**src/rtl/ppm_pkg.sv**
```systemverilog
// Shared types and constants for the PPM frame demodulator.
package ppm_pkg;

    typedef enum logic [1:0] {IDLE, RUN, HOLD} state_t;

    localparam int SYNC = 2;

    function automatic int frame_len(input int n, input int slot_cycles);
        return (1 << n) * slot_cycles;
    endfunction

endpackage

```
**src/rtl/ppm_sync_edge.sv**
```systemverilog
// Three-flop synchroniser for the asynchronous PPM line with rising-edge detect.
module ppm_sync_edge (
    input  logic i_clk,
    input  logic i_rst,
    input  logic i_ppm,
    output logic o_edge
);

    logic s1, s2, s3;

    always_ff @(posedge i_clk) begin
        if (i_rst) begin
            s1 <= 1'b0;
            s2 <= 1'b0;
            s3 <= 1'b0;
        end else begin
            s1 <= i_ppm;
            s2 <= s1;
            s3 <= s2;
        end
    end

    assign o_edge = s2 & ~s3;

endmodule

```
**src/rtl/ppm_demod_frame.sv**
```systemverilog
// PPM symbol demodulator: decodes one 2^N-slot frame per start, result via valid/ready.
// state | meaning
// IDLE  | waiting for i_start
// RUN   | SYNC pre-frame cycles, then F frame cycles of edge capture
// HOLD  | result presented, waiting for i_ready
module ppm_demod_frame
    import ppm_pkg::*;
#(
    parameter int N           = 4,
    parameter int SLOT_CYCLES = 4,
    parameter bit SIGNED_OUT  = 1'b0
) (
    input  logic         i_clk,
    input  logic         i_rst,
    input  logic         i_ppm,
    input  logic         i_start,
    output logic         o_busy,
    output logic         o_valid,
    input  logic         i_ready,
    output logic [N-1:0] o_data,
    output logic         o_err_none,
    output logic         o_err_multi
);

    localparam int F  = frame_len(N, SLOT_CYCLES);
    localparam int PW = $clog2(F + SYNC + 1) + 1;
    localparam int CW = (SLOT_CYCLES > 1) ? $clog2(SLOT_CYCLES) : 1;

    localparam logic [PW-1:0] POS_START = PW'(-SYNC);
    localparam logic [PW-1:0] POS_LAST  = PW'(F - 1);
    localparam logic [CW-1:0] CYC_LAST  = CW'(SLOT_CYCLES - 1);
    localparam logic [N-1:0]  MSB_MASK  = N'(1 << (N - 1));

    state_t state, state_nxt;
    logic start_frame, end_frame;
    logic ppm_edge;
    logic signed [PW-1:0] pos;
    logic [CW-1:0] cyc;
    logic [N-1:0] slot, slot_q, slot_now;
    logic first_seen, multi;
    logic in_frame, last, hit, seen_now, multi_now;

    ppm_sync_edge u_sync (
        .i_clk  (i_clk),
        .i_rst  (i_rst),
        .i_ppm  (i_ppm),
        .o_edge (ppm_edge)
    );

    // The final frame cycle is captured on the same edge that publishes the result,
    // so the result uses these look-ahead terms rather than the registers.
    assign in_frame  = ~pos[PW-1];
    assign last      = (pos == POS_LAST);
    assign hit       = (state == RUN) && in_frame && ppm_edge;
    assign seen_now  = first_seen | hit;
    assign multi_now = multi | (hit & first_seen);
    assign slot_now  = first_seen ? slot_q : slot;

    always_comb begin
        state_nxt   = state;
        start_frame = 1'b0;
        end_frame   = 1'b0;
        case (state)
            IDLE: begin
                if (i_start) begin
                    state_nxt   = RUN;
                    start_frame = 1'b1;
                end
            end
            RUN: begin
                if (last) begin
                    state_nxt = HOLD;
                    end_frame = 1'b1;
                end
            end
            HOLD: begin
                if (i_ready) begin
                    if (i_start) begin
                        state_nxt   = RUN;
                        start_frame = 1'b1;
                    end else begin
                        state_nxt = IDLE;
                    end
                end
            end
            default: state_nxt = IDLE;
        endcase
    end

    always_ff @(posedge i_clk) begin
        if (i_rst) state <= IDLE;
        else       state <= state_nxt;
    end

    always_ff @(posedge i_clk) begin
        if (i_rst) begin
            pos        <= '0;
            cyc        <= '0;
            slot       <= '0;
            slot_q     <= '0;
            first_seen <= 1'b0;
            multi      <= 1'b0;
        end else if (start_frame) begin
            pos        <= POS_START;
            cyc        <= '0;
            slot       <= '0;
            first_seen <= 1'b0;
            multi      <= 1'b0;
        end else if (state == RUN) begin
            pos        <= pos + PW'(1);
            slot_q     <= slot_now;
            first_seen <= seen_now;
            multi      <= multi_now;
            if (in_frame && !last) begin
                if (cyc == CYC_LAST) begin
                    cyc  <= '0;
                    slot <= slot + N'(1);
                end else begin
                    cyc <= cyc + CW'(1);
                end
            end
        end
    end

    always_ff @(posedge i_clk) begin
        if (i_rst) begin
            o_data      <= '0;
            o_err_none  <= 1'b0;
            o_err_multi <= 1'b0;
        end else if (end_frame) begin
            o_err_none  <= ~seen_now;
            o_err_multi <= multi_now;
            if (!seen_now)       o_data <= '0;
            else if (SIGNED_OUT) o_data <= slot_now ^ MSB_MASK;
            else                 o_data <= slot_now;
        end
    end

    assign o_busy  = (state != IDLE);
    assign o_valid = (state == HOLD);

endmodule

```
**config.mk**
```make
export PLATFORM = sky130hd
export DESIGN_NAME = ppm_demod_frame
export DESIGN_NICKNAME = d
export VERILOG_FILES = /design/src/rtl/ppm_pkg.sv /design/src/rtl/ppm_sync_edge.sv /design/src/rtl/ppm_demod_frame.sv
export SDC_FILE = /design/constraint.sdc
export NUM_CORES = 1
export LEC_CHECK = 0
export CORE_MARGIN = 2
export CORE_UTILIZATION = 51
export CTS_BUF_LIST = sky130_fd_sc_hd__clkbuf_4 sky130_fd_sc_hd__clkbuf_8
export CTS_CLUSTER_SIZE = 24
export DETAILED_ROUTE_END_ITERATION = 8
export PLACE_DENSITY = 0.81
export REMOVE_ABC_BUFFERS = 1
export SLEW_MARGIN = 20
export SYNTH_ARGS = -nofsm -noshare
export SYNTH_HDL_FRONTEND = slang
export SYNTH_SLANG_ARGS = --single-unit
export TNS_END_PERCENT = 100
```
**constraint.sdc**
```tcl
create_clock -name i_clk -period 2.2 [get_ports i_clk]
set_clock_uncertainty 0.05 [all_clocks]
set_input_delay 0.44 -clock i_clk [delete_from_list [all_inputs] [get_ports i_clk]]
set_output_delay 0.44 -clock i_clk [all_outputs]
set_load 0.05 [all_outputs]
```
==> metrics, run 1 <==
status=finished, final reports clean; net count reported at finish=169; Synth Instances=145; most used cells in the layout excluding fill and tap cells=dfxtp_1 (31), a21oi_1 (15), nor2_1 (14), nand2_1 (11), clkdlybuf4s50_1 (10); number of hold-slack violations in the final timing report=0; chain of cells forming the critical path=clkdlybuf4s50_1; slack of the worst reg-to-reg path=0.29 ns; share of the clock period used by the worst path after layout=89.46%; routability-driven placement congestion ratio=0.8453; Fin Setup TNS=0 ns; data required time of the critical path=1.71 ns; headroom to the max-slew limit=62.09%; clk sink count=31; post-CTS setup buffers=0; Crit path depth=1; count of input and output buffers=12; critical path class=reg2out; count of routing violations after the opening detailed-route iteration=18; measured slew at the worst slew-check pin=0.5643 ns; mean area per synthesized cell=8.827 um2; pre-CTS setup slack=0.3014 ns; number of antenna violations at the first check in global routing=0; Syn-to-layout area delta=16.72%; DIE WIDTH=54.10 um; crit path to=o_err_multi; Buf+Inv Stages, Crit Path=1; number of cells on the worst reg-to-reg path=5; internal power component=764.9 uW; post-route cell area=1494 um2; number of CTS-inserted buffers=5; number of warnings printed during yosys synthesis=0; initial core utilization=52.62%; pin count of the biggest net entering global routing=23; total count of max-transition violations in the final report=0; leak pwr=0.5485 nW; Total Wirelength=2445 um; final global-route overflow total=0; Mapped Area=1280 um2; power density normalized to cell area=678.3 nW/um2; utilization of the core after routing=61.42%; Peak VDD IR=520.5 uV; type of origin of the critical path=flip-flop; Root Driver=clkbuf_4; endpoint type of the worst setup path=primary output; part of the total power dissipated in combinational logic=8.4%; register bit total from synthesis=31; overall routing resource usage=19.86%; number of library cell types mapped by synthesis=31; share of cells above drive strength 1=8.075%; arrival time reported for the critical path endpoint=1.48 ns; slowest stage delay, CP=0.81 ns; master of the slowest instance on the critical path=clkdlybuf4s50_1; final antenna diode count=0; number of rows in the core area=18; switching power of the nets=248.4 uW; htree depth=2; TritonRoute pass-1 iters=4; share of power burned in the clock network=32.8%; via count of the first global-routing pass=931; Final Setup Violations=0; Max-Cap Viols=0; die area=2926 um2; Critical Path Fanout Max=2; hold slack=0.4042 ns; Fmax=508.1 MHz; Max clock buf depth=2; I/O pin count=13; source of the worst register-to-register timing path=pos[0]$_SDFFE_PP0N_; Via density=5.654; fin crit period=1.968 ns; share of the yosys chip area belonging to registers=48.48%; first-pass GRT wire length=4022 um; via total after detailed routing=1080; clock slew seen by the registers of the worst setup and hold paths=0.09 ns; vertical extent of the die=54.10 um; average detailed-routed wire length per instance=12.80 um; critical path launch point=o_err_multi$_SDFFE_PP0P_; clock latency on the worst-skew pair=0.33 ns; post-detailed-route count of antenna-violating nets=0; net switching share of the total power=24.51%; endpoint of the most critical register-to-register path=o_err_none$_SDFFE_PP0P_; category of cells accounting for the largest share of critical-path delay=buffers and inverters; class of the most critical hold timing path=reg2reg; CORE AREA=2432 um2; CTS tree=yes; post-cts resize count=1; half-perimeter wire length after detailed placement=1749 um; Seq pwr share=58.8%; Hold Buf Count CTS=0; remaining routing DRC violations=0; most frequent standard cell in the layout excluding fill and tap cells=dfxtp_1; placement-stage cell area=1436 um2; setup repair after global routing missed its margin=no; Setup WS post-layout=0.2318 ns
## sequential cells by signal, summed over array words and instances (netlist names)
| signal | count |
|---|---|
| u_sync.s2 | 1 |
| o_data | 4 |
| multi | 1 |
| cyc | 2 |
| u_sync.s1 | 1 |
| u_sync.s3 | 1 |
| slot | 4 |
| first_seen | 1 |
| pos | 8 |
| slot_q | 4 |
| o_err_multi | 1 |
| state | 2 |
| o_err_none | 1 |
## worst min path at each step
stage / startpoint / end / cells past startpoint
after floorplan: u_sync.s1$_SDFF_PP0_ / u_sync.s2$_SDFF_PP0_ / 1
after global placement: u_sync.s1$_SDFF_PP0_ / u_sync.s2$_SDFF_PP0_ / 1
after detailed placement: u_sync.s1$_SDFF_PP0_ / u_sync.s2$_SDFF_PP0_ / 1
after CTS: u_sync.s1$_SDFF_PP0_ / u_sync.s2$_SDFF_PP0_ / 1
after global routing: u_sync.s1$_SDFF_PP0_ / u_sync.s2$_SDFF_PP0_ / 1
final: u_sync.s1$_SDFF_PP0_ / u_sync.s2$_SDFF_PP0_ / 1
## power groups by stage
stage / sequential [mW] / combinational (mW) / clock [mW]
5_1_grt: 0.598 / 0.0930 / 0.361
3_5_place_dp: 0.608 / 0.0848 / 0
3_3_place_gp: 0.607 / 0.0822 / 0
6_report: 0.596 / 0.0850 / 0.333
4_1_cts: 0.595 / 0.0854 / 0.336
2_1_floorplan: 0.604 / 0.0549 / 0
## final cells by class
cell class	instances	area, um2
inverter	2	7.507
timing repair buffer	15	143.9
clock inverter	1	5.005
fill	195	938.4
multi-input combinational	106	628.1
tap	30	37.54
clock buffer	6	51.30
sequential	31	620.6
## Yosys cell counts
library cell / n / area share, %
o21ai_0: 8 / 3.1
dfxtp_1: 31 / 48
nor2b_1: 5 / 2.4
inv_1: 2 / 0.59
nand3b_1: 2 / 1.2
nand3_1: 3 / 1.2
buf_2: 1 / 0.39
ha_1: 3 / 2.9
a21oi_2: 1 / 0.68
a31oi_1: 2 / 0.98
a211oi_1: 1 / 0.59
a21oi_1: 15 / 5.9
nor2_1: 14 / 4.1
xnor2_1: 4 / 2.7
nor3_1: 9 / 3.5
o31ai_1: 1 / 0.59
xor2_1: 3 / 2.1
nor4_1: 1 / 0.49
nand4_1: 1 / 0.49
a221oi_1: 4 / 2.7
nand2_1: 11 / 3.2
clkbuf_1: 5 / 1.5
and2b_1: 1 / 0.59
o211ai_1: 1 / 0.59
nor3b_1: 1 / 0.59
or3_1: 6 / 2.9
nand2b_1: 4 / 2.0
or2b_1: 1 / 0.59
mux2i_1: 2 / 1.6
or3b_4: 1 / 0.88
or2_2: 1 / 0.49
## worst register-to-register path, stage by stage, from the launching register on
cell and delay (ns):
dfxtp_1 0.38, ha_1 0.22, nand3b_1 0.17, or3_1 0.50, or3_1 0.40, a21oi_2 0.13
## cells by family (layout without fill, tap and decap cells)
logic type               Yosys count  count (layout)  share of synthesized area [%]
AND/OR/NAND/NOR                   61              61                          24.63
AO/OA/AOI/OAI                     33              33                          15.15
flip-flops                        31              31                          48.49
buffers and inverters              8              24                          2.444
XOR/XNOR                           7               7                          4.790
adder cells (fa/ha/maj)            3               3                          2.933
multiplexers                       2               2                          1.564
## per-layer routing
| metal | vias to the layer above | part of all wire (%) | GRT usage [%] |
|---|---|---|---|
| met4 | 0 | 1.8 | 7.500 |
| li1 | 539 | - | - |
| met3 | 5 | 7.9 | 8.333 |
| met2 | 38 | 45 | 30.49 |
| met1 | 498 | 45 | 24.70 |
| met5 | - | 0 | 0 |
## metrics by stage
| step | power [mW] | std cells |
|---|---|---|
| after floorplan | 0.6593 | 139 |
| after global placement | 0.6889 | 184 |
| after detailed placement | 0.6931 | 184 |
| after CTS | 1.017 | 191 |
| after global routing | 1.052 | 191 |
| final | 1.013 | 191 |
No activity file was read; power rests on OpenSTA's default activity.
==> inputs of run 2 (changes only) <==
--- a/config.mk
+++ b/config.mk
@@ -5,13 +5,13 @@
 export SDC_FILE = /design/constraint.sdc
 export NUM_CORES = 1
 export LEC_CHECK = 0
+export ABC_CLOCK_PERIOD_IN_PS = 2200
 export CORE_MARGIN = 2
 export CORE_UTILIZATION = 51
 export CTS_BUF_LIST = sky130_fd_sc_hd__clkbuf_4 sky130_fd_sc_hd__clkbuf_8
 export CTS_CLUSTER_SIZE = 24
 export DETAILED_ROUTE_END_ITERATION = 8
 export PLACE_DENSITY = 0.81
-export REMOVE_ABC_BUFFERS = 1
 export SLEW_MARGIN = 20
 export SYNTH_ARGS = -nofsm -noshare
 export SYNTH_HDL_FRONTEND = slang
==> metrics, run 2 (synthesized netlist as in run 1, its figures left out) <==
clk sink count=31 (unchanged); data required time of the critical path=1.71 ns (about the same); category of cells accounting for the largest share of critical-path delay=buffers and inverters; master of the slowest instance on the critical path=clkdlybuf4s50_1; post-route cell area=1484 um2 (-0.67%); share of cells above drive strength 1=8.075% (unchanged); measured slew at the worst slew-check pin=0.5272 ns (-0.03716 ns); fill cell count=201 (+3.1%); net count reported at finish=168 (-0.59%); first-pass GRT wire length=4202 um (+4.5%); number of hold-slack violations in the final timing report=0 (unchanged); post-detailed-route count of antenna-violating nets=0 (unchanged); share of power burned in the clock network=33.2% (+0.4 points); fin crit period=1.972 ns (+0.004286 ns); net switching share of the total power=24.87% (+0.36 points); Root Driver=clkbuf_4; Max-Cap Viols=0 (unchanged); most frequent standard cell in the layout excluding fill and tap cells=dfxtp_1; number of CTS-inserted buffers=5 (unchanged); I/O pin count=13 (unchanged); pre-CTS setup slack=0.2999 ns (-0.001499 ns); Via density=5.660 (about the same); Buf+Inv Stages, Crit Path=1 (unchanged); final antenna diode count=0 (unchanged); Syn-to-layout area delta=15.93%; number of rows in the core area=18 (unchanged); total count of max-transition violations in the final report=0 (unchanged); remaining routing DRC violations=0 (unchanged); CORE AREA=2432 um2 (unchanged); overall routing resource usage=20.77% (+0.90 points); Critical Path Fanout Max=2 (unchanged); DIE WIDTH=54.10 um (unchanged); leak pwr=0.5358 nW (-2.3%); overall power of the completed layout=1.018 mW (+0.47%); average detailed-routed wire length per instance=12.67 um (-1.0%); chain of cells forming the critical path=clkdlybuf4s50_1; Seq pwr share=58.6% (-0.2 points); endpoint type of the worst setup path=primary output; Fin Setup TNS=0 ns (unchanged); internal power component=764.8 uW (about the same); htree depth=2 (unchanged); part of the total power dissipated in combinational logic=8.2% (-0.2 points); final global-route overflow total=0 (unchanged); slowest stage delay, CP=0.80 ns (about the same); number of antenna violations at the first check in global routing=0 (unchanged); status=finished, final reports clean; via count of the first global-routing pass=955 (+2.6%); switching power of the nets=253.2 uW (+1.9%); placement-stage cell area=1429 um2 (-0.52%); power density normalized to cell area=686.1 nW/um2 (+1.1%); post-CTS setup buffers=0 (unchanged); Peak VDD IR=428.7 uV (-18%); critical path class=reg2out; vertical extent of the die=54.10 um (unchanged); post-cts resize count=2 (+1); arrival time reported for the critical path endpoint=1.48 ns (about the same); clock latency on the worst-skew pair=0.34 ns (about the same); count of input and output buffers=12 (unchanged); setup repair after global routing missed its margin=no; CTS tree=yes; Final Setup Violations=0 (unchanged); share of the clock period used by the worst path after layout=89.66% (+0.19 points); count of routing violations after the opening detailed-route iteration=17 (-1); Fmax=507.0 MHz (-0.22%); number of flip-flops under the largest register name=8 (unchanged); register name with the most flops=pos; Hold Buf Count CTS=0 (unchanged); routability-driven placement congestion ratio=0.7509 (-11%); clock slew seen by the registers of the worst setup and hold paths=0.10 ns (about the same); class of the most critical hold timing path=reg2reg; via total after detailed routing=1081 (+0.093%); pin count of the biggest net entering global routing=23 (unchanged); type of origin of the critical path=flip-flop; most used cells in the layout excluding fill and tap cells=dfxtp_1 (31), a21oi_1 (15), nor2_1 (14), nand2_1 (11), clkdlybuf4s50_1 (10); Setup WS post-layout=0.2275 ns (-0.004286 ns); TritonRoute pass-1 iters=4 (unchanged); Total Wirelength=2420 um (-1.0%); die area=2926 um2 (unchanged); initial core utilization=52.62% (unchanged); Max clock buf depth=2 (unchanged); half-perimeter wire length after detailed placement=1751 um (+0.12%); synthesized net count=153; headroom to the max-slew limit=64.58% (+2.5 points)
[run 2: per-layer routing]
metal,global-route usage [%],share of wire (%),vias up,wire (um)
li1,-,-,545,-
met1,25.00,47,499,1132
met2,30.89,45,28,1082
met3,7.778,5.4,9,131
met4,13.33,3.0,0,73
met5,0,0,-,0
[run 2: path summary, 6_finish.rpt]
path | start | end | slack (ns) | cells after the start
worst max register to register | pos[0]$_SDFFE_PP0N_ | o_err_none$_SDFFE_PP0P_ | 0.26 | 5
worst min register to register | u_sync.s1$_SDFF_PP0_ | u_sync.s2$_SDFF_PP0_ | 0.40 | 1
worst min-delay path | u_sync.s1$_SDFF_PP0_ | u_sync.s2$_SDFF_PP0_ | 0.40 | 1
worst max-delay path | o_data[3]$_SDFFE_PP0P_ | o_data[3] | 0.23 | 1
[run 2: area by class of cell]
class                   count  area (um2)  share of cell area [%]
inverters                   2       7.507                  0.5059
clock buffers               7       52.55                   3.541
multi-input cells         106       628.1                   42.33
flip-flops and latches     31       620.6                   41.82
repair buffers             14       132.6                   8.938
well taps                  30       37.54                   2.530
clock inverters             1       5.005                  0.3373
[run 2: metrics by stage]
stage                     instances  util, %  hold slack [ns]
after floorplan                 145        -           0.3638
after global placement          183    58.74           0.3694
after detailed placement        183    58.74           0.3779
after CTS                       191    61.01           0.4081
after global routing            191    61.01           0.4148
final                           191    61.01           0.3966
[run 2: power by group through the flow]
stage / Combinational, mW / Clock, mW / Sequential, mW
2_1_floorplan: 0.0613 / 0 / 0.604
3_3_place_gp: 0.0810 / 0 / 0.607
3_5_place_dp: 0.0847 / 0 / 0.609
4_1_cts: 0.0843 / 0.346 / 0.596
5_1_grt: 0.0927 / 0.361 / 0.599
6_report: 0.0839 / 0.338 / 0.597
